`src/rtl/latch_write_ctrl_pkg.sv`:
```
// Shared definitions for the latch D/EN interface sequencers.
//   state_t      : 2-bit sequencer state (IDLE=0, SETUP=1, PULSE=2, HOLD=3)
//   DEF_*        : default data width and phase lengths
//   max3()       : helper for sizing phase counters
package latch_write_ctrl_pkg;

    typedef enum logic [1:0] {
        IDLE  = 2'd0,
        SETUP = 2'd1,
        PULSE = 2'd2,
        HOLD  = 2'd3
    } state_t;

    localparam int DEF_WIDTH     = 8;
    localparam int DEF_SETUP_CYC = 1;
    localparam int DEF_PULSE_CYC = 2;
    localparam int DEF_HOLD_CYC  = 1;

    function automatic int max3(input int a, input int b, input int c);
        int m;
        m = a;
        if (b > m) m = b;
        if (c > m) m = c;
        return m;
    endfunction

endpackage

```
`src/rtl/lwc_phase_cnt.sv`:
```
// Loadable down-counter with a zero flag, used to time sequencer phases.
//   clk      in   1  rising-edge clock
//   rst      in   1  asynchronous, active-high reset (count -> 0)
//   load     in   1  load load_val on the next edge (wins over dec)
//   load_val in   W  value to load
//   dec      in   1  decrement by one on the next edge; saturates at 0
//   count    out  W  current count
//   zero     out  1  count == 0
module lwc_phase_cnt
    import latch_write_ctrl_pkg::*;
#(
    parameter int W = 2
) (
    input  logic         clk,
    input  logic         rst,
    input  logic         load,
    input  logic [W-1:0] load_val,
    input  logic         dec,
    output logic [W-1:0] count,
    output logic         zero
);

    always_ff @(posedge clk or posedge rst) begin
        if (rst) begin
            count <= '0;
        end else if (load) begin
            count <= load_val;
        end else if (dec && (count != '0)) begin
            count <= count - W'(1);
        end
    end

    assign zero = (count == '0);

endmodule

```
`src/rtl/latch_write_ctrl.sv`:
```
// Clocked driver for the D/EN write interface of a transparent latch bank.
// A word accepted over WR_VALID/WR_READY is put on D, then EN is pulsed
// with programmable setup, pulse and hold phases so D is stable around EN.
//   CLK       in   1      rising-edge clock
//   RST       in   1      asynchronous, active-high reset
//   WR_VALID  in   1      write request
//   WR_DATA   in   WIDTH  write word, sampled only on accept
//   WR_READY  out  1      high only in IDLE
//   D         out  WIDTH  latch data, registered
//   EN        out  1      latch enable, registered
//   BUSY      out  1      high in any state other than IDLE
//   DONE      out  1      one-cycle pulse in the last HOLD cycle
module latch_write_ctrl
    import latch_write_ctrl_pkg::*;
#(
    parameter int WIDTH     = DEF_WIDTH,
    parameter int SETUP_CYC = DEF_SETUP_CYC,
    parameter int PULSE_CYC = DEF_PULSE_CYC,
    parameter int HOLD_CYC  = DEF_HOLD_CYC
) (
    input  logic             CLK,
    input  logic             RST,
    input  logic             WR_VALID,
    input  logic [WIDTH-1:0] WR_DATA,
    output logic             WR_READY,
    output logic [WIDTH-1:0] D,
    output logic             EN,
    output logic             BUSY,
    output logic             DONE
);

    localparam int CW = $clog2(max3(SETUP_CYC, PULSE_CYC, HOLD_CYC) + 1);

    generate
        if (SETUP_CYC < 1 || PULSE_CYC < 1 || HOLD_CYC < 1) begin : g_bad_param
            $error("latch_write_ctrl: SETUP_CYC, PULSE_CYC and HOLD_CYC must all be >= 1");
        end
    endgenerate

    state_t          state;
    logic            cnt_load;
    logic [CW-1:0]   cnt_load_val;
    logic            cnt_dec;
    logic [CW-1:0]   cnt;
    logic            cnt_zero;

    // Counter reloads on every phase transition, otherwise counts down.
    always_comb begin
        cnt_load     = 1'b0;
        cnt_load_val = '0;
        case (state)
            IDLE: begin
                if (WR_VALID) begin
                    cnt_load     = 1'b1;
                    cnt_load_val = CW'(SETUP_CYC - 1);
                end
            end
            SETUP: begin
                if (cnt_zero) begin
                    cnt_load     = 1'b1;
                    cnt_load_val = CW'(PULSE_CYC - 1);
                end
            end
            PULSE: begin
                if (cnt_zero) begin
                    cnt_load     = 1'b1;
                    cnt_load_val = CW'(HOLD_CYC - 1);
                end
            end
            default: begin
                cnt_load     = 1'b0;
                cnt_load_val = '0;
            end
        endcase
        cnt_dec = !cnt_load && (state != IDLE);
    end

    lwc_phase_cnt #(
        .W (CW)
    ) u_phase_cnt (
        .clk      (CLK),
        .rst      (RST),
        .load     (cnt_load),
        .load_val (cnt_load_val),
        .dec      (cnt_dec),
        .count    (cnt),
        .zero     (cnt_zero)
    );

    // DONE is registered, so it is set on the edge that enters the last
    // HOLD cycle: either entering HOLD with a one-cycle hold, or counting
    // down from 1 to 0 inside HOLD.
    always_ff @(posedge CLK or posedge RST) begin
        if (RST) begin
            state <= IDLE;
            D     <= '0;
            EN    <= 1'b0;
            DONE  <= 1'b0;
        end else begin
            DONE <= 1'b0;
            case (state)
                IDLE: begin
                    if (WR_VALID) begin
                        D     <= WR_DATA;
                        state <= SETUP;
                    end
                end
                SETUP: begin
                    if (cnt_zero) begin
                        EN    <= 1'b1;
                        state <= PULSE;
                    end
                end
                PULSE: begin
                    if (cnt_zero) begin
                        EN    <= 1'b0;
                        state <= HOLD;
                        DONE  <= (HOLD_CYC == 1);
                    end
                end
                HOLD: begin
                    if (cnt_zero) begin
                        state <= IDLE;
                    end else begin
                        DONE <= (cnt == CW'(1));
                    end
                end
                default: begin
                    state <= IDLE;
                    EN    <= 1'b0;
                end
            endcase
        end
    end

    assign WR_READY = (state == IDLE);
    assign BUSY     = (state != IDLE);

endmodule
```
`config.mk`:
```
export PLATFORM = sky130hd
export DESIGN_NAME = latch_write_ctrl
export DESIGN_NICKNAME = d
export VERILOG_FILES = /design/src/rtl/latch_write_ctrl_pkg.sv /design/src/rtl/lwc_phase_cnt.sv /design/src/rtl/latch_write_ctrl.sv
export SDC_FILE = /design/constraint.sdc
export NUM_CORES = 1
export LEC_CHECK = 0
export CAP_MARGIN = 20
export CORE_MARGIN = 10
export CORE_UTILIZATION = 43
export CTS_CLUSTER_DIAMETER = 50
export CTS_CLUSTER_SIZE = 30
export DETAILED_ROUTE_END_ITERATION = 10
export PLACE_DENSITY = 0.73
export REMOVE_ABC_BUFFERS = 1
export SYNTH_ARGS = -nofsm -noshare
export SYNTH_HDL_FRONTEND = slang
export SYNTH_SLANG_ARGS = --single-unit
```
`constraint.sdc`:
```
create_clock -name CLK -period 1.9 [get_ports CLK]
set_input_delay 0.285 -clock CLK [delete_from_list [all_inputs] [get_ports CLK]]
set_output_delay 0.285 -clock CLK [all_outputs]
set_load 0.05 [all_outputs]
```
==> impl_metrics.py, run 1 <==
metrics = {
    "final_layout": {
        "stdcell_count": 94,
        "drive_above_1_share_pct": 23.1,
        "antenna_cells": 0,
        "n_fill_cell": 128,
        "area_delta_synth_final_pct": 41.2,
        "finalNetCount": 99,
    },
    "clock_tree": {
        "post_cts_resized": 0,
        "hold_buffers": 0,
        "cts_inserted_buffers": 3,
        "insertion_delay_ns": 0.27,
        "cts-htree-levels": 1,
        "clk_pin_slew_ns": 0.08,
        "cts_buffer_depth": 2,
        "cts_sinks": 14,
        "tritoncts": "yes",
        "cts-root-buf": "clkbuf_4",
        "post_cts_buffers": 0,
    },
    "sta": {
        "whs_ns": 0.342,
        "rsz0062_at_grt": "no",
        "slew_headroom_pct": 64.7,
        "max_freq_mhz": 580,
        "tightestPinTransition_ns": 0.529,
        "period_minus_slack_ns": 1.72,
        "setup_viol": 0,
        "maxSlewViolCount": 0,
        "finalHoldViolations": 0,
        "fin_worst_skew_ns": 0.00608,
        "post-route-period-util_pct": 90.7,
    },
    "synth": {
        "synth.area.top_cells": "dfrtp_1 (51%), ha_1 (15%), mux2_2 (13%)",
        "synth_seq_cells": 14,
        "synth_largest_area_cell": "dfrtp_1",
        "netlist_area_um2": 687,
        "seq_area_frac_synth_pct": 51.0,
        "syn_avg_cell_area_um2": 13.0,
        "yosys_warnings": 0,
        "syn_inst": 53,
        "netlist-cell-type-count": 15,
        "synth_top_area_share_pct": 51.0,
    },
    "hold_path": {
        "hold_class": "in2async",
    },
    "floorplanning": {
        "rows": 14,
        "boundaryPins": 23,
        "dieWidth_um": 60.0,
        "die-height_um": 60.0,
        "die-area_mm2": 0.00360,
        "start_util_pct": 45.6,
        "core_mm2": 0.00151,
    },
    "critical_path": {
        "crit_arrival_ns": 1.44,
        "critPathSlowestCell": "clkdlybuf4s50_1",
        "r2r_end": "state[1]$_DFFE_PP0P_",
        "rr_startpoint": "state[0]$_DFFE_PP0P_",
        "ff2ff_path_depth": 5,
        "crit_buf_inv": 1,
        "path_delay_family": "buffers and inverters",
        "critPathCaptureType": "output port",
        "critPathLaunch": "EN$_DFFE_PP0P_",
        "start_kind": "flip-flop",
        "crit_chain": "clkdlybuf4s50_1",
        "cp_num_cells": 1,
        "max_stage_delay_ns": 0.81,
        "cp_max_fo": 2,
        "worstSetupEndpoint": "EN",
        "r2r_setup_slack_ns": 0.26,
        "critPathRequiredTime_ns": 1.62,
        "worstSetupPathType": "reg2out",
    },
    "global_route": {
        "grt_max_degree": 15,
        "antenna_found_initial": 0,
        "grt_pass1_vias": 478,
        "overflow": 0,
        "grtUsageTotal_pct": 8.07,
        "grt_pass1_wl_um": 2160,
    },
    "routing": {
        "num_vias": 456,
        "ant_nets": 0,
        "drt_iter0_markers": 4,
        "post_drt_wl_per_cell_um": 14.7,
        "drc": 0,
        "wirelength_um": 1380,
        "vias_per_cell": 4.85,
        "drt-pass1-iter-count": 3,
    },
    "job": {
        "max_cap_viol_count": 0,
    },
    "placed_design": {
        "port_buffers": 22,
        "dp_hpwl_um": 1120,
        "gp_congestion": 0.741,
        "place_inst": 91,
    },
    "run_status": {
        "outcome": "complete, no violations",
    },
}
[cell families after synthesis]
group / Yosys count / share of synthesized area (%)
buffers and inverters: 6 / 3.28
AOI/OAI and AO/OA: 6 / 6.56
xor gates and xnor gates: 1 / 1.28
DFF: 14 / 51.0
adders and majority gates: 8 / 14.6
muxes: 11 / 18.2
and+or+nand+nor: 7 / 5.10
[sequential cells by signal, summed over array words and instances (netlist names)]
signal,count
u_phase_cnt.count,2
EN,1
DONE,1
D,8
state,2
[through the flow]
| stage | util (%) | setup slack [ns] | TNS, ns | area [µm²] |
|---|---|---|---|---|
| floorplan | - | -0.268 | -0.368 | 687 |
| global placement | 62.9 | 0.317 | 0 | 947 |
| detailed placement | 62.9 | 0.275 | 0 | 947 |
| CTS | 64.4 | 0.154 | 0 | 970 |
| global route | 64.4 | 0.0977 | 0 | 970 |
| finish | 64.4 | 0.176 | 0 | 970 |
[area by class of cell]
class / count / area, µm² / area share, %
well taps: 16 / 20.0 / 2.06
repair buffers: 22 / 240 / 24.8
multi-input cells: 33 / 314 / 32.4
clock buffers: 3 / 22.5 / 2.32
inverters: 6 / 22.5 / 2.32
flip-flops and latches: 14 / 350 / 36.1
[layer usage]
metal  share of wire, %  track usage [%]  vias up
met2                 42             11.0       18
met5                  0                0        -
li1                   -                -      229
met3                 16             4.24        2
met4                2.5             7.69        0
met1                 40             8.59      207
[how the worst min path moves through the flow]
stage | from | endpoint | slack, ns | cells after the start
global route | RST | D[4]$_DFFE_PP0P_ | 0.39 | 2
CTS | RST | D[4]$_DFFE_PP0P_ | 0.36 | 2
global placement | D[0]$_DFFE_PP0P_ | D[0]$_DFFE_PP0P_ | 0.48 | 1
detailed placement | D[7]$_DFFE_PP0P_ | D[7]$_DFFE_PP0P_ | 0.49 | 1
finish | RST | D[4]$_DFFE_PP0P_ | 0.34 | 2
floorplan | RST | DONE$_DFF_PP0_ | 0.17 | 1
[placed cells by master, fill, tap and decap left out]
| master | netlist | routed |
|---|---|---|
| a211oi_1 | 1 | 1 |
| a21oi_1 | 3 | 3 |
| a22o_2 | 1 | 1 |
| buf_12 | 0 | 2 |
| clkbuf_4 | 0 | 3 |
| clkdlybuf4s50_1 | 0 | 20 |
| dfrtp_1 | 14 | 14 |
| ha_1 | 8 | 8 |
| inv_1 | 6 | 6 |
| mux2_2 | 8 | 8 |
| mux2_4 | 1 | 1 |
| mux2i_1 | 2 | 2 |
| nand2_1 | 2 | 2 |
| nand2_2 | 1 | 1 |
| nor2_1 | 3 | 3 |
| nor3_2 | 1 | 1 |
| o22ai_2 | 1 | 1 |
| xnor2_1 | 1 | 1 |
[worst reg2reg max path: stages (launching register included)]
cell,delay [ns]
dfrtp_1,0.42
inv_1,0.13
ha_1,0.29
inv_1,0.13
o22ai_2,0.24
mux2_4,0.32
[Yosys cell counts]
| cell | number |
|---|---|
| mux2_2 | 8 |
| a21oi_1 | 3 |
| nand2_2 | 1 |
| inv_1 | 6 |
| nor2_1 | 3 |
| nand2_1 | 2 |
| a211oi_1 | 1 |
| dfrtp_1 | 14 |
| a22o_2 | 1 |
| nor3_2 | 1 |
| xnor2_1 | 1 |
| mux2_4 | 1 |
| o22ai_2 | 1 |
| mux2i_1 | 2 |
| ha_1 | 8 |
Power of run 1 is not shown: default switching activity piles up to over one toggle a cycle in this logic, so the estimate is an artifact.
==> inputs of run 2 (changes only) <==
GPL_TIMING_DRIVEN = 0   (was default)
RECOVER_POWER = 25   (was default)
==> run 2 against run 1 <==
First-iteration DRC count decreased by 75%. Sequential share of layout area is 0.38 points higher. Non-clock buffer count unchanged. Critical path depth grew 2. Cell area is 1.0% lower. Register-to-register slack better by 0.11 ns. Routed wire length up 3.8%. Worst setup slack got worse by 0.022 ns. Highest routed layer unchanged.
==> impl_metrics.py, run 2 (synthesized netlist as in run 1, its figures left out) <==
metrics = {
    "clock_tree": {
        "cts_buffer_depth": 2,
        "post_cts_resized": 6,
        "hold_buffers": 0,
        "cts-htree-levels": 1,
        "cts_inserted_buffers": 3,
        "insertion_delay_ns": 0.27,
        "clk_pin_slew_ns": 0.08,
        "post_cts_buffers": 0,
        "tritoncts": "yes",
        "cts_sinks": 14,
        "cts-root-buf": "clkbuf_4",
    },
    "critical_path": {
        "crit_arrival_ns": 1.46,
        "r2r_end": "state[1]$_DFFE_PP0P_",
        "path_delay_family": "buffers and inverters",
        "rr_startpoint": "state[0]$_DFFE_PP0P_",
        "crit_chain": "inv_1, ha_1, clkdlybuf4s15_2",
        "max_stage_delay_ns": 0.42,
        "cp_max_fo": 4,
        "crit_buf_inv": 2,
        "critPathRequiredTime_ns": 1.62,
        "ff2ff_path_depth": 5,
        "critPathCaptureType": "output port",
        "r2r_setup_slack_ns": 0.37,
        "start_kind": "flip-flop",
        "worstSetupPathType": "reg2out",
        "critPathSlowestCell": "dfrtp_1",
    },
    "sta": {
        "fin_worst_skew_ns": 0.00235,
        "finalHoldViolations": 0,
        "max_freq_mhz": 573,
        "tightestPinTransition_ns": 0.525,
        "maxSlewViolCount": 0,
        "setup_viol": 0,
        "slew_headroom_pct": 64.9,
        "rsz0062_at_grt": "no",
        "post-route-period-util_pct": 91.9,
        "period_minus_slack_ns": 1.75,
    },
    "placed_design": {
        "gp_congestion": 0.729,
        "place_area_um2": 927,
        "dp_hpwl_um": 1150,
        "port_buffers": 22,
    },
    "floorplanning": {
        "core_mm2": 0.00151,
        "die-area_mm2": 0.00360,
        "rows": 14,
        "dieWidth_um": 60.0,
        "boundaryPins": 23,
        "start_util_pct": 45.6,
        "die-height_um": 60.0,
    },
    "routing": {
        "post_drt_wl_per_cell_um": 15.1,
        "drt-pass1-iter-count": 2,
        "ant_nets": 0,
        "vias_per_cell": 5.03,
        "wirelength_um": 1430,
        "drc": 0,
        "num_vias": 478,
        "drt_iter0_markers": 1,
    },
    "job": {
        "max_cap_viol_count": 0,
    },
    "run_status": {
        "outcome": "complete, no violations",
    },
    "final_layout": {
        "largest_register_ff_count": 8,
        "final_cell_mix": "clkdlybuf4s50_1 (19), dfrtp_1 (14), mux2_2 (8), ha_1 (8), inv_1 (6)",
        "area_delta_synth_final_pct": 39.7,
        "multi_input_area_um2": 314,
        "layout_commonest_cell": "clkdlybuf4s50_1",
        "top_regs": "D (8), state (2), u_phase_cnt.count (2)",
        "regMostFlops": "D",
        "antenna_cells": 0,
        "n_fill_cell": 120,
        "drive_above_1_share_pct": 24.1,
        "finalNetCount": 99,
        "seqCellArea_um2": 350,
        "stdcell_area_um2": 960,
    },
    "global_route": {
        "grtUsageTotal_pct": 8.75,
        "grt_pass1_wl_um": 2330,
        "grt_max_degree": 15,
        "overflow": 0,
        "antenna_found_initial": 0,
        "grt_pass1_vias": 514,
    },
    "hold_path": {
        "hold_class": "in2async",
    },
}
-- run 2: cell types whose count changed in the layout (fill, tap and decap cells not counted) --
cell             before  now
clkdlybuf4s50_1      20   19
buf_12                2    0
clkdlybuf4s15_2       0    1
dlygate4sd3_1         0    1
clkbuf_8              0    1
buf_2                 0    1
-- run 2: routing by layer --
| metal | track usage (%) | up-vias | wire (µm) |
|---|---|---|---|
| met3 | 4.24 | 4 | 125 |
| met4 | 8.65 | 0 | 63 |
| met5 | 0 | - | 0 |
| met2 | 12.4 | 20 | 627 |
| met1 | 9.08 | 224 | 616 |
| li1 | - | 230 | - |
-- run 2: worst max path at each step --
stage                              start  cells past startpoint                   end
floorplan           state[0]$_DFFE_PP0P_                      5  state[1]$_DFFE_PP0P_
global placement    state[0]$_DFFE_PP0P_                      4                  BUSY
detailed placement  state[1]$_DFFE_PP0P_                      4                  BUSY
CTS                 state[1]$_DFFE_PP0P_                      4                  BUSY
global route        state[0]$_DFFE_PP0P_                      3              WR_READY
finish              state[0]$_DFFE_PP0P_                      3              WR_READY
-- run 2: area by class of cell --
class / instances / area share, %
Inverter: 6 / 2.35
Sequential cell: 14 / 36.5
Timing Repair Buffer: 22 / 22.6
Tap cell: 16 / 2.09
Multi-Input combinational cell: 33 / 32.7
Clock buffer: 4 / 3.78
-- run 2: stage by stage --
stage	cells	TNS, ns	utilization [%]	hold WS (ns)	setup WS (ns)
final	95	0	63.7	0.484	0.155
after global routing	95	0	63.7	0.518	0.0413
after CTS	95	0	64.1	0.353	0.0713
after detailed placement	91	-0.0426	61.5	0.491	-0.0426
after global placement	91	-0.0443	61.5	0.486	-0.0443
after floorplan	53	-0.368	-	0.174	-0.268
Power of run 2 is left out for the same reason.
